<file path="src/rtl/gerenciador_zonas.sv">
// Multi-zone lamp scheduler: per-zone IDLE/PEND/ON FSMs, round-robin grants under a shared
// lamp budget, idle timeout. Define PREEMPT_EN to let waiting zones preempt long-lit idle zones.
module gerenciador_zonas #(
  parameter int unsigned N_ZONAS    = 4,
  parameter int unsigned MAX_ATIVAS = 2,
  parameter int unsigned TIMEOUT_T  = 30000,
  parameter int unsigned HOLD_T     = 5000
) (
  input  logic                            clk,
  input  logic                            rst,
  input  logic                            en,
  input  logic [N_ZONAS-1:0]              pres,
  output logic [N_ZONAS-1:0]              lamp,
  output logic [$clog2(MAX_ATIVAS+1)-1:0] ativas,
  output logic                            pend
);
  localparam int unsigned AW = $clog2(MAX_ATIVAS + 1);
  localparam int unsigned TW = $clog2(TIMEOUT_T + 1);
  localparam int unsigned PW = $clog2(N_ZONAS);

  typedef enum logic [1:0] {StIdle, StPend, StOn} zone_st_e;

  zone_st_e           st_q  [N_ZONAS];
  zone_st_e           st_d  [N_ZONAS];
  logic [TW-1:0]      tmr_q [N_ZONAS];
  logic [TW-1:0]      tmr_d [N_ZONAS];
  logic [PW-1:0]      rr_q, rr_d;
  logic [PW-1:0]      cand;
  logic [AW-1:0]      ativas_q, ativas_d;
  logic               pend_q, pend_d;
  logic [N_ZONAS-1:0] grant;
  logic [N_ZONAS-1:0] preempt;

  // Round-robin search from rr_q; the registered count gates grants so a slot freed this
  // edge is only handed out on the next one.
  always_comb begin
    grant = '0;
    rr_d  = rr_q;
    cand  = '0;
    if (en && (ativas_q < AW'(MAX_ATIVAS))) begin
      for (int unsigned k = 0; k < N_ZONAS; k++) begin
        if (32'(rr_q) + k >= N_ZONAS) begin
          cand = PW'(32'(rr_q) + k - N_ZONAS);
        end else begin
          cand = PW'(32'(rr_q) + k);
        end
        if ((grant == '0) && (st_q[cand] == StPend)) begin
          grant[cand] = 1'b1;
          rr_d        = (cand == PW'(N_ZONAS - 1)) ? '0 : cand + 1'b1;
        end
      end
    end
  end

`ifdef PREEMPT_EN
  localparam int unsigned HW = (HOLD_T > 0) ? $clog2(HOLD_T + 1) : 1;

  logic [HW-1:0] lit_q [N_ZONAS];
  logic [HW-1:0] lit_d [N_ZONAS];
  logic          pre_found;
  logic          pre_any;
  logic [TW-1:0] pre_best_t;
  logic [PW-1:0] pre_idx;

  // Victim is the eligible zone idle the longest; strict '>' keeps the lowest index on ties.
  always_comb begin
    preempt    = '0;
    pre_found  = 1'b0;
    pre_any    = 1'b0;
    pre_best_t = '0;
    pre_idx    = '0;
    for (int unsigned i = 0; i < N_ZONAS; i++) begin
      if (st_q[i] == StPend) pre_any = 1'b1;
      if ((st_q[i] == StOn) && (lit_q[i] >= HW'(HOLD_T)) &&
          (!pre_found || (tmr_q[i] > pre_best_t))) begin
        pre_found  = 1'b1;
        pre_best_t = tmr_q[i];
        pre_idx    = PW'(i);
      end
    end
    if (pre_found && pre_any && (ativas_q == AW'(MAX_ATIVAS))) preempt[pre_idx] = 1'b1;
  end

  always_comb begin
    for (int unsigned i = 0; i < N_ZONAS; i++) begin
      lit_d[i] = '0;
      if ((st_q[i] == StOn) && (st_d[i] == StOn)) begin
        lit_d[i] = (lit_q[i] >= HW'(HOLD_T)) ? lit_q[i] : lit_q[i] + 1'b1;
      end
    end
  end

  always_ff @(posedge clk) begin
    for (int unsigned i = 0; i < N_ZONAS; i++) begin
      if (!rst) lit_q[i] <= '0;
      else      lit_q[i] <= lit_d[i];
    end
  end
`else
  logic unused_hold;
  assign unused_hold = ^HOLD_T;
  assign preempt     = '0;
`endif

  always_comb begin
    for (int unsigned i = 0; i < N_ZONAS; i++) begin
      st_d[i]  = st_q[i];
      tmr_d[i] = '0;
      unique case (st_q[i])
        StIdle: if (pres[i]) st_d[i] = StPend;
        StPend: if (grant[i]) st_d[i] = StOn;
        StOn: begin
          if (!pres[i]) tmr_d[i] = tmr_q[i] + 1'b1;
          if (preempt[i] || (!pres[i] && (tmr_q[i] == TW'(TIMEOUT_T - 1)))) st_d[i] = StIdle;
        end
        default: st_d[i] = StIdle;
      endcase
      if (!en) st_d[i] = StIdle;
      if (st_d[i] != StOn) tmr_d[i] = '0;
    end
  end

  always_comb begin
    ativas_d = '0;
    pend_d   = 1'b0;
    for (int unsigned i = 0; i < N_ZONAS; i++) begin
      if (st_d[i] == StOn)   ativas_d = ativas_d + 1'b1;
      if (st_d[i] == StPend) pend_d   = 1'b1;
    end
  end

  always_ff @(posedge clk) begin
    if (!rst) begin
      for (int unsigned i = 0; i < N_ZONAS; i++) begin
        st_q[i]  <= StIdle;
        tmr_q[i] <= '0;
      end
      rr_q     <= '0;
      ativas_q <= '0;
      pend_q   <= 1'b0;
    end else begin
      for (int unsigned i = 0; i < N_ZONAS; i++) begin
        st_q[i]  <= st_d[i];
        tmr_q[i] <= tmr_d[i];
      end
      rr_q     <= rr_d;
      ativas_q <= ativas_d;
      pend_q   <= pend_d;
    end
  end

  always_comb begin
    lamp = '0;
    for (int unsigned i = 0; i < N_ZONAS; i++) lamp[i] = (st_q[i] == StOn);
  end

  assign ativas = ativas_q;
  assign pend   = pend_q;

endmodule

</file>
<file path="config.mk">
export PLATFORM = sky130hd
export DESIGN_NAME = gerenciador_zonas
export DESIGN_NICKNAME = d
export VERILOG_FILES = /design/src/rtl/gerenciador_zonas.sv
export SDC_FILE = /design/constraint.sdc
export NUM_CORES = 1
export LEC_CHECK = 0
export ABC_CLOCK_PERIOD_IN_PS = 3440
export CELL_PAD_IN_SITES_DETAIL_PLACEMENT = 1
export CELL_PAD_IN_SITES_GLOBAL_PLACEMENT = 1
export CORE_ASPECT_RATIO = 1.25
export CORE_MARGIN = 1
export CORE_UTILIZATION = 42
export CTS_BUF_LIST = sky130_fd_sc_hd__clkbuf_8 sky130_fd_sc_hd__clkbuf_16
export DETAILED_ROUTE_END_ITERATION = 6
export PLACE_DENSITY = 0.83
export SLEW_MARGIN = 10
export SYNTH_ARGS = -nofsm -noshare
export SYNTH_HDL_FRONTEND = slang
export SYNTH_SLANG_ARGS = --single-unit
</file>
<file path="constraint.sdc">
create_clock -name clk -period 3.44 [get_ports clk]
set_input_delay 0.86 -clock clk [delete_from_list [all_inputs] [get_ports clk]]
set_output_delay 0.86 -clock clk [all_outputs]
set_load 0.02 [all_outputs]
</file>
==> flow_summary.toml <==
[status]
outcome = "finished, final reports clean"

[place]
dpl_cell_area_um2 = 4400
io_buffers = 13
dp_slack_ps = 109
hpwl_mm = 7.73
gp_congestion = 0.961

[synthesis]
synthArstFlopShare_pct = 0
synth.cell_area_um2 = 4020
yosysSeqAreaShare_pct = 36.4
avgSynthCellArea_um2 = 8.54
synth-main-ff-cell = "dfxtp_1"
synth_cell_type_count = 64
synth_edf_count = 0
synth_nets = 490
ys_warn_count = 0
ys_ff_latch = 73
syn_inst = 470

[cts]
clkLatencyLatePin_ps = 340
tritoncts = "built"
path_clk_slew_ps = 50
cts-root-buf = "clkbuf_16"
htree_num_levels = 3
cts_buffer_depth = 2
cts_sinks = 73
cts_made_buffers = 9

[grt]
grt_overflow_total = 0
antenna_found_initial = 0
grt_max_degree = 17
grt_usage_pct = 23.8
grt_pass1_vias = 3840
grt_pass1_wl_mm = 18.2

[die]
start_util_pct = 43.5
die_area_um2 = 9960
core_area_um2 = 9220
io_pins = 14
die_h_um = 111
floorplan.rows = 39
die_x_um = 89.5

[timing]
fin_crit_sh_pct = 96.1
finalCriticalPeriod_ps = 3300
setup_slack_ps = 135
fin_setup_tns_ps = 0
finClkSkew_ps = 6.01
hold_viol_final = 0
max_freq_mhz = 303
setup_violations = 0
slew_violations = 0
tightestPinTransition_ps = 639
maxSlewHeadroom_pct = 57.2

[finish]
nFillCells = 1079
nNetsFinal = 527
layout_common_cells = "nor2_1 (79), dfxtp_1 (73), nand2_1 (49)"
antennaDiodeCount = 0
fin_area_um2 = 4790
syn_to_final_growth_pct = 19.2
drive_above_1_share_pct = 13.7
final_common_cell = "nor2_1"

[critical_path]
slowest_delay_ps = 590
critical_path.cell_chain = "buf_4, or4bb_1, nand4_1, nand2_1, o2111ai_4, nor3_4, a221oi_2, nand2_1, a31oi_2, inv_1, ha_1, xnor2_2, xnor2_1, and2_1"
critPathMaxFanout = 9
start_kind = "flop"
cp.required_ps = 3670
cpMostUsedCell = "nand2_1"
slowest_stage = "or4bb_1"
crit_path_end_kind = "flop"
critPathArrivalTime_ps = 3530
worstSetupPathType = "reg2reg"

[power_and_ir_drop]
p_leak_nw = 1.73
power.total_mw = 2.46
vdd_drop_max_mv = 0.401
cellPowerDensity_nw_per_um2 = 515

[drt]
first_iter_violations = 95
num_vias = 3591
routed_wl_mm = 11.0
drtPass1Iterations = 4
viasPerCell = 5.66
ant_nets = 0
drc = 0
wl_per_cell_um = 17.3

[hold_path]
min_path_type = "reg2reg"

[job]
maxCapViolCount = 0
## cells in the mapped netlist, types with 2 or more instances
master,instances,area [um2]
mux4_2,4,90.1
o31a_1,2,17.5
xnor2_1,29,254
or4bb_1,2,22.5
nor2_1,79,297
a21boi_2,2,22.5
nor3_1,4,20.0
and3_1,22,138
o211ai_1,5,37.5
nand2_1,49,184
nand2b_1,7,43.8
a41oi_1,2,17.5
nor2b_1,12,75.1
nand4b_1,7,61.3
clkbuf_1,7,26.3
and2_1,7,43.8
a31oi_1,4,25.0
inv_2,2,7.51
a21boi_1,2,15.0
o21ai_0,5,25.0
nand4_1,9,56.3
o311ai_0,2,17.5
nor4b_1,3,26.3
nand3_1,26,130
buf_2,2,10.0
or2_2,3,18.8
buf_6,2,22.5
dfxtp_1,73,1460
a21oi_1,8,40.0
and4_1,5,43.8
xor2_1,25,219
nor4_1,3,18.8
inv_1,13,48.8
ha_1,13,163
## worst max-delay path: cells and delay by family (launching register included)
family | cells | cell delay, ps
AND/OR/NAND/NOR | 6 | 1420
buffers and inverters | 2 | 240
flip-flops | 1 | 310
XOR/XNOR | 2 | 290
AO/OA/AOI/OAI | 3 | 610
adder cells (fa/ha/maj) | 1 | 330
## logic make-up after synthesis
group           count (synthesis)  synth area share [%]
compound gates                 48                  9.38
xor+xnor                       54                  11.8
fa+ha+maj                      13                  4.05
buf+inv                        27                  3.05
flops                          73                  36.4
mux                             6                  2.77
simple gates                  249                  32.6
## per-layer routing
metal	share of wire [%]	track usage (%)	vias up
met1	39	25.5	1763
met2	53	42.0	80
li1	-	-	1719
met3	4.1	6.03	29
met5	0	0	-
met4	3.7	12.2	0
## final timing paths
kind                    start  slack, ps  cells past startpoint           to
setup / recovery      rr_q[1]        140                     14    ativas[0]
hold / removal    tmr_q[1][0]        440                      1  tmr_q[1][0]
setup reg to reg      rr_q[1]        140                     14    ativas[0]
hold reg to reg   tmr_q[1][0]        440                      1  tmr_q[1][0]
## power breakdown
group          leakage, nW  internal (mW)  switching [mW]
clock                0.145          0.545           0.354
combinational        0.996          0.307           0.388
sequential           0.589          0.860         0.00999
## sequential cells by signal (all words and copies together) (netlist names)
register and count:
rr_q 2, pend 1, ativas 2, st_q 8, tmr_q 60
## per-stage QoR
step           std cells  hold WS, ps  utilization, %
2_1_floorplan        470          411               -
3_3_place_gp         616          425            47.7
3_5_place_dp         616          435            47.7
4_1_cts              632          446            50.9
5_1_grt              635          469            51.9
6_report             635          440            51.9
## final cells by class
cell class | instances | area (um2) | area share (%)
multi-input combinational | 371 | 2510 | 52.5
inverter | 15 | 56.3 | 1.18
clock inverter | 4 | 26.3 | 0.549
sequential | 73 | 1460 | 30.5
timing repair buffer | 37 | 310 | 6.48
tap | 123 | 154 | 3.22
clock buffer | 12 | 267 | 5.57
## timing repair
item,in CTS,in global routing
setup endpoints to repair,0,2
hold buffers,0,0
setup buffers,0,2
resized for setup,0,7
No activity file was read; power rests on OpenSTA's default activity.
